<file path="src/rtl/ex_operand_stage.sv">
// ID/EX pipeline register with immediate/ALU-control generation, operand forwarding and
// load-use hazard detection. Define EX_OPERAND_FWD_EN to enable the forwarding muxes.
module ex_operand_stage #(
  parameter int unsigned DATA_W = 32
) (
  input  logic              clk,
  input  logic              rst,
  input  logic              id_valid,
  output logic              id_ready,
  input  logic [31:0]       id_instr,
  input  logic [DATA_W-1:0] id_pc,
  input  logic [DATA_W-1:0] id_rs1_data,
  input  logic [DATA_W-1:0] id_rs2_data,
  input  logic              flush,
  input  logic              ex_ready,
  input  logic [4:0]        exmem_rd,
  input  logic              exmem_regwrite,
  input  logic              exmem_memread,
  input  logic [DATA_W-1:0] exmem_result,
  input  logic [4:0]        memwb_rd,
  input  logic              memwb_regwrite,
  input  logic [DATA_W-1:0] memwb_result,
  output logic              ex_valid,
  output logic [DATA_W-1:0] ex_A1,
  output logic [DATA_W-1:0] ex_A2,
  output logic [3:0]        ex_aluCont,
  output logic [4:0]        ex_rd,
  output logic              ex_regwrite,
  output logic              ex_memread,
  output logic              ex_memwrite,
  output logic              ex_illegal,
  output logic [DATA_W-1:0] ex_store_data,
  output logic [DATA_W-1:0] ex_pc
);

  typedef enum logic [2:0] {
    KindOp, KindOpImm, KindLoad, KindStore, KindLui, KindAuipc, KindIll
  } kind_e;

  logic [2:0]        funct3;
  logic [4:0]        dec_rs1, dec_rs2;
  kind_e             dec_kind;
  logic [DATA_W-1:0] dec_imm;
  logic [3:0]        dec_aluc;
  logic [4:0]        dec_rd;
  logic              dec_rw, dec_mr, dec_mw, dec_ill, dec_use1, dec_use2;
  logic              hazard;

  logic              valid_d, valid_q, rw_d, rw_q, mr_d, mr_q, mw_d, mw_q, ill_d, ill_q;
  kind_e             kind_d, kind_q;
  logic [3:0]        aluc_d, aluc_q;
  logic [4:0]        rd_d, rd_q, rs1_d, rs1_q, rs2_d, rs2_q;
  logic [DATA_W-1:0] pc_d, pc_q, imm_d, imm_q;
  logic [DATA_W-1:0] rs1_data_d, rs1_data_q, rs2_data_d, rs2_data_q;
  logic [DATA_W-1:0] rs1_val, rs2_val;

  assign funct3  = id_instr[14:12];
  assign dec_rs1 = id_instr[19:15];
  assign dec_rs2 = id_instr[24:20];

  always_comb begin
    dec_kind = KindIll;
    case (id_instr[6:0])
      7'b0110011: dec_kind = KindOp;
      7'b0010011: dec_kind = KindOpImm;
      7'b0000011: dec_kind = KindLoad;
      7'b0100011: dec_kind = KindStore;
      7'b0110111: dec_kind = KindLui;
      7'b0010111: dec_kind = KindAuipc;
      default:    dec_kind = KindIll;
    endcase
  end

  always_comb begin
    dec_imm  = '0;
    dec_aluc = 4'b0000;
    dec_rw   = 1'b0;
    dec_mr   = 1'b0;
    dec_mw   = 1'b0;
    dec_ill  = 1'b0;
    dec_use1 = 1'b1;
    dec_use2 = 1'b0;
    unique case (dec_kind)
      KindOp: begin
        dec_aluc = {id_instr[30], funct3};
        dec_rw   = 1'b1;
        dec_use2 = 1'b1;
      end
      KindOpImm: begin
        dec_aluc = {(funct3 == 3'b101) & id_instr[30], funct3};
        // Shifts carry only the shamt; funct7 bits select the shift type.
        dec_imm  = (funct3[1:0] == 2'b01) ? {27'b0, id_instr[24:20]}
                                          : {{20{id_instr[31]}}, id_instr[31:20]};
        dec_rw   = 1'b1;
      end
      KindLoad: begin
        dec_imm = {{20{id_instr[31]}}, id_instr[31:20]};
        dec_rw  = 1'b1;
        dec_mr  = 1'b1;
      end
      KindStore: begin
        dec_imm  = {{20{id_instr[31]}}, id_instr[31:25], id_instr[11:7]};
        dec_mw   = 1'b1;
        dec_use2 = 1'b1;
      end
      KindLui, KindAuipc: begin
        dec_imm  = {id_instr[31:12], 12'b0};
        dec_rw   = 1'b1;
        dec_use1 = 1'b0;
      end
      default: dec_ill = 1'b1;
    endcase
  end

  assign dec_rd = dec_rw ? id_instr[11:7] : 5'd0;

`ifdef EX_OPERAND_FWD_EN
  assign hazard = id_valid && valid_q && mr_q && (rd_q != 5'd0) &&
                  ((dec_use1 && dec_rs1 == rd_q) || (dec_use2 && dec_rs2 == rd_q));

  always_comb begin
    rs1_val = rs1_data_q;
    rs2_val = rs2_data_q;
    if (exmem_regwrite && !exmem_memread && exmem_rd != 5'd0 && exmem_rd == rs1_q) begin
      rs1_val = exmem_result;
    end else if (memwb_regwrite && memwb_rd != 5'd0 && memwb_rd == rs1_q) begin
      rs1_val = memwb_result;
    end
    if (exmem_regwrite && !exmem_memread && exmem_rd != 5'd0 && exmem_rd == rs2_q) begin
      rs2_val = exmem_result;
    end else if (memwb_regwrite && memwb_rd != 5'd0 && memwb_rd == rs2_q) begin
      rs2_val = memwb_result;
    end
  end
`else
  // Without forwarding, wait until the producer reaches MEM/WB (write-first regfile).
  assign hazard = id_valid && (
      (valid_q && rw_q && (rd_q != 5'd0) &&
       ((dec_use1 && dec_rs1 == rd_q) || (dec_use2 && dec_rs2 == rd_q))) ||
      (exmem_regwrite && (exmem_rd != 5'd0) &&
       ((dec_use1 && dec_rs1 == exmem_rd) || (dec_use2 && dec_rs2 == exmem_rd))));

  assign rs1_val = rs1_data_q;
  assign rs2_val = rs2_data_q;

  logic unused_fwd;
  assign unused_fwd = ^{exmem_memread, exmem_result, memwb_rd, memwb_regwrite, memwb_result};
`endif

  assign id_ready = flush | (ex_ready & ~hazard);

  always_comb begin
    valid_d    = valid_q;
    kind_d     = kind_q;
    aluc_d     = aluc_q;
    rd_d       = rd_q;
    rs1_d      = rs1_q;
    rs2_d      = rs2_q;
    rw_d       = rw_q;
    mr_d       = mr_q;
    mw_d       = mw_q;
    ill_d      = ill_q;
    pc_d       = pc_q;
    imm_d      = imm_q;
    rs1_data_d = rs1_data_q;
    rs2_data_d = rs2_data_q;
    if (flush || ex_ready) begin
      if (flush || hazard || !id_valid) begin
        valid_d = 1'b0;
        aluc_d  = 4'b0000;
        rd_d    = 5'd0;
        rw_d    = 1'b0;
        mr_d    = 1'b0;
        mw_d    = 1'b0;
        ill_d   = 1'b0;
      end else begin
        valid_d    = 1'b1;
        kind_d     = dec_kind;
        aluc_d     = dec_aluc;
        rd_d       = dec_rd;
        rs1_d      = dec_rs1;
        rs2_d      = dec_rs2;
        rw_d       = dec_rw;
        mr_d       = dec_mr;
        mw_d       = dec_mw;
        ill_d      = dec_ill;
        pc_d       = id_pc;
        imm_d      = dec_imm;
        rs1_data_d = id_rs1_data;
        rs2_data_d = id_rs2_data;
      end
    end
  end

  always_ff @(posedge clk or posedge rst) begin
    if (rst) begin
      valid_q    <= 1'b0;
      kind_q     <= KindOp;
      aluc_q     <= 4'b0000;
      rd_q       <= 5'd0;
      rs1_q      <= 5'd0;
      rs2_q      <= 5'd0;
      rw_q       <= 1'b0;
      mr_q       <= 1'b0;
      mw_q       <= 1'b0;
      ill_q      <= 1'b0;
      pc_q       <= '0;
      imm_q      <= '0;
      rs1_data_q <= '0;
      rs2_data_q <= '0;
    end else begin
      valid_q    <= valid_d;
      kind_q     <= kind_d;
      aluc_q     <= aluc_d;
      rd_q       <= rd_d;
      rs1_q      <= rs1_d;
      rs2_q      <= rs2_d;
      rw_q       <= rw_d;
      mr_q       <= mr_d;
      mw_q       <= mw_d;
      ill_q      <= ill_d;
      pc_q       <= pc_d;
      imm_q      <= imm_d;
      rs1_data_q <= rs1_data_d;
      rs2_data_q <= rs2_data_d;
    end
  end

  always_comb begin
    ex_A1 = rs1_val;
    ex_A2 = imm_q;
    unique case (kind_q)
      KindOp:           ex_A2 = rs2_val;
      KindLui:          ex_A1 = '0;
      KindAuipc:        ex_A1 = pc_q;
      KindIll: begin
        ex_A1 = '0;
        ex_A2 = '0;
      end
      default: ;
    endcase
  end

  assign ex_valid      = valid_q;
  assign ex_aluCont    = aluc_q;
  assign ex_rd         = rd_q;
  assign ex_regwrite   = rw_q;
  assign ex_memread    = mr_q;
  assign ex_memwrite   = mw_q;
  assign ex_illegal    = ill_q;
  assign ex_store_data = rs2_val;
  assign ex_pc         = pc_q;

endmodule
</file>
<file path="config.mk">
export PLATFORM = sky130hd
export DESIGN_NAME = ex_operand_stage
export DESIGN_NICKNAME = d
export VERILOG_FILES = /design/src/rtl/ex_operand_stage.sv
export SDC_FILE = /design/constraint.sdc
export NUM_CORES = 1
export LEC_CHECK = 0
export CAP_MARGIN = 20
export CORE_AREA = 2 2 136 138
export DETAILED_ROUTE_END_ITERATION = 10
export DIE_AREA = 0 0 138 140
export PLACE_DENSITY = 0.77
export SLEW_MARGIN = 30
export SYNTH_ARGS = -nofsm -noshare
export SYNTH_HDL_FRONTEND = slang
export SYNTH_SLANG_ARGS = --single-unit
</file>
<file path="constraint.sdc">
create_clock -name clk -period 10.1 [get_ports clk]
set_clock_uncertainty 0.2 [all_clocks]
set_input_delay 2.02 -clock clk [delete_from_list [all_inputs] [get_ports clk]]
set_output_delay 2.02 -clock clk [all_outputs]
set_load 0.1 [all_outputs]
</file>
==> impl_metrics.tcl <==
set metrics [dict create \
    timing.final.setup_violations 0 \
    clkTransAtPathRegs_ns 0.06 \
    worstPathCellList "clkdlybuf4s50_1, nand4bb_1, nor2_1, nand4_1, a21oi_1, o21a_1, nor2_1, clkdlybuf4s50_1" \
    switchingPower_uw 848 \
    std_cell_rows 49 \
    post-layout-total-power_mw 2.09 \
    timing.critical_path.slowest_cell_delay_ns 1.00 \
    cell_count_after_synthesis 518 \
    drt_first_pass_iters 6 \
    area_delta_synth_final_pct 52.8 \
    busiest_layer "met2" \
    synth_seq_area_share_pct 53.9 \
    power-per-cell-area_nw_per_um2 203 \
    area.sequential_sq_um 3630 \
    synth_top_family_by_area "multiplexers" \
    global_route.usage.met3_pct 4.82 \
    hold_viol_final 0 \
    critPathBufInv 2 \
    globalplace.congestion 0.807 \
    globalRouteMet2Util_pct 31.7 \
    number_of_clock_buffers_inserted_by_tritoncts 17 \
    grt_start_max_net_pins 87 \
    whs_ns 0.304 \
    die_width_um 138 \
    multi_input_area_sq_um 2790 \
    slew_headroom_pct 30.7 \
    synthesis.area_sq_um 6730 \
    final_antenna_net_count 0 \
    quantity_of_hold_fixing_buffers_added_after_cts 0 \
    clkPwrFrac_pct 29.8 \
    place_area_sq_um 9690 \
    yosys_most_used_dff "dfrtp_1" \
    detailed_place_hpwl_um 13500 \
    rsz0062_at_grt "false" \
    number_of_global_route_vias_before_repair 5281 \
    gr-usage-all-layers_pct 19.4 \
    vdd_drop_max_mv 0.132 \
    outcome "finished clean" \
    endpoint_kind "output pin" \
    ys_warn_count 0 \
    post_synth_main_area_contributors "dfrtp_1 54%, mux2_2 16%, a22o_1 9.9%" \
    dp.cells 1001 \
    dp_slack_ns 3.14 \
    worst_skew_pair.late_latency_ns 0.41 \
    period_share_pct 69.0 \
    yosys.area.top_type_share_pct 53.9 \
    hold_removal_path_class "flop to flop" \
    globalRouteOverflowTotal 0 \
    post_cts_resized 0 \
    mappedNetlistNets 728 \
    post_cts.repair.setup_buffers 0 \
    cts_htree_levels 4 \
    routed_wl_um 19200 \
    yosys.area.top_type "dfrtp_1" \
    syn_area_per_cell_sq_um 13.0 \
    die_height_um 140 \
    clockRootBuffer "clkbuf_16" \
    cap_violations 0 \
    finalCoreUtilization_pct 57.8 \
    crit_type "primary input to output pin" \
    tritoncts "built" \
    critPathSlowestCell "clkdlybuf4s50_1" \
    transition_time_at_the_pin_with_the_least_slew_margin_ns 1.04 \
    max-clock-path-buffers 2 \
    seq_power_share_pct 34.4 \
    io_pins 353 \
    period_minus_ws_final_ns 6.97 \
    synth-xor-area-share_pct 2.73 \
    global_route_wire_length_before_repair_um 29800 \
    finalWorstSetupSlack_ns 3.13 \
    floorplan.initialDensity_pct 37.8 \
    final_max_slew_viol_count 0 \
    synth_cell_types 34 \
    synth_compound_area_share_pct 13.2 \
    yosys-mux-area-fraction_pct 21.6 \
    postSynthRegisterBits 145 \
    diodes 0 \
    synth-simple-area-share_pct 3.68 \
    asyncSetResetFlopFracSynth_pct 100 \
    drc 0 \
    fin_tns_setup_ns 0 \
    globalRouteMet1Util_pct 25.1 \
    layout.filler_cells 1490 \
    dieArea_sq_um 19300 \
    synth_edf_count 0 \
    post_synthesis_share_of_cell_area_spent_on_full_adders_half_adders_and_majority_gates_pct 0 \
    drt_iter0_markers 232 \
    vias 5277 \
    worst_path_dominant_cell_family "buffers and inverters" \
    total_leakage_power_nw 4.18 \
    fmax_mhz 143 \
    start_kind "primary input" \
    cts.sinks 145 \
    antenna_found_initial 0 \
    cp_data_arrival_time_ns 4.75 \
    final-instance-count-excl-fill 1033 \
    via_per_inst 5.11 \
    p_int_mw 1.24 \
    timing.critical_path.fanout_max 5 \
    share_of_layout_cells_above_drive_strength_1_pct 17.7 \
    route.detailed.wl_per_inst_um 18.6 \
    finalNetCount 1001 \
    layout.cell_area.non_filler_sq_um 10300 \
    required_ns 7.88 \
    port-buffer-count 281 \
    power.switching_fraction_pct 40.6 \
    design.core.area_sq_um 17800 \
    power.share.combinational_pct 35.7 \
]
[worst register-to-register path, delay by kind of cell (launching register included)]
family	cells	cell delay (ns)
AND/OR/NAND/NOR	2	0.95
buffers and inverters	1	0.61
multiplexers	1	0.51
flip-flops	1	0.44
AO/OA/AOI/OAI	2	0.26
[path summary, 6_finish.rpt]
check                                    from       endpoint  slack (ns)  depth (start not counted)
worst max-delay path              id_instr[6]       id_ready        3.13                          8
worst min-delay path            ex_aluCont[2]  ex_aluCont[2]        0.30                          1
worst max register to register       ex_rd[3]      ex_pc[26]        7.00                          6
worst min register to register  ex_aluCont[2]  ex_aluCont[2]        0.30                          1
max in group asynchronous                 rst      imm_q[25]        6.45                          3
min in group asynchronous                 rst      ex_pc[14]        1.95                          2
[registers in the layout, indices dropped and copies added, names as in the netlist, 3 cells and up]
register / count
ex_aluCont: 4
ex_pc: 32
ex_rd: 5
ex_store_data: 32
imm_q: 32
kind_q: 3
rs1_data_q: 32
[cells in the final DEF, fill, tap and decap left out, types with 2 or more instances in the layout]
| cell type | n |
|---|---|
| o21ai_0 | 2 |
| nand3_1 | 2 |
| inv_1 | 27 |
| mux2i_1 | 26 |
| a22o_1 | 76 |
| clkbuf_8 | 3 |
| mux2_2 | 96 |
| clkinvlp_4 | 2 |
| nand2b_1 | 3 |
| xnor2_1 | 9 |
| nor2_1 | 6 |
| dfrtp_1 | 145 |
| a32o_1 | 6 |
| and3_1 | 4 |
| buf_4 | 7 |
| nand4_1 | 4 |
| or4_1 | 2 |
| a21o_1 | 2 |
| inv_6 | 4 |
| nand2_1 | 10 |
| mux2_1 | 10 |
| nor3_1 | 6 |
| xor2_1 | 12 |
| clkinv_4 | 4 |
| a21oi_1 | 23 |
| clkbuf_16 | 17 |
| clkdlybuf4s50_1 | 280 |
[cell type report]
type                    count  area share [%]
multi-input cells         310            27.1
repair buffers            289            27.9
clock buffers              20            4.54
flip-flops and latches    145            35.3
inverters                  28            1.07
well taps                 229            2.79
clock inverters            12            1.19
[power by group through the flow]
| stage | logic, mW | clock network (mW) | registers, mW |
|---|---|---|---|
| after global routing | 0.767 | 0.663 | 0.729 |
| after floorplan | 0.167 | 0 | 1.09 |
| after global placement | 0.745 | 0 | 0.725 |
| after detailed placement | 0.749 | 0 | 0.729 |
| after CTS | 0.750 | 0.637 | 0.719 |
| final | 0.746 | 0.623 | 0.719 |
[synth_stat cells (2+ instances only)]
library cell  number
dfrtp_1          145
mux2_2            96
a22o_1            76
inv_1             28
mux2i_1           26
a21oi_1           23
clkbuf_1          18
xor2_1            12
buf_4             11
mux2_1            10
nand2_1           10
xnor2_1            9
nor2_1             7
nor3_1             7
a32o_1             6
and3_1             4
nand4_1            4
buf_6              3
nand2b_1           3
a21o_1             2
buf_8              2
nand3_1            2
o21ai_0            2
or4_1              2
[logic make-up (layout without fill, tap and decap cells)]
| logic type | Yosys count | in the layout |
|---|---|---|
| xor gates and xnor gates | 21 | 21 |
| DFF | 145 | 145 |
| and+or+nand+nor | 45 | 45 |
| muxes | 132 | 132 |
| buffers and inverters | 63 | 349 |
| AOI/OAI and AO/OA | 112 | 112 |
[layer usage]
metal | share of wire [%] | vias up
met5 | 0 | -
met4 | 1.8 | 0
met3 | 5.0 | 24
met2 | 49 | 163
met1 | 44 | 2632
li1 | - | 2458
Note: power is estimated with default switching activity, not from simulation.
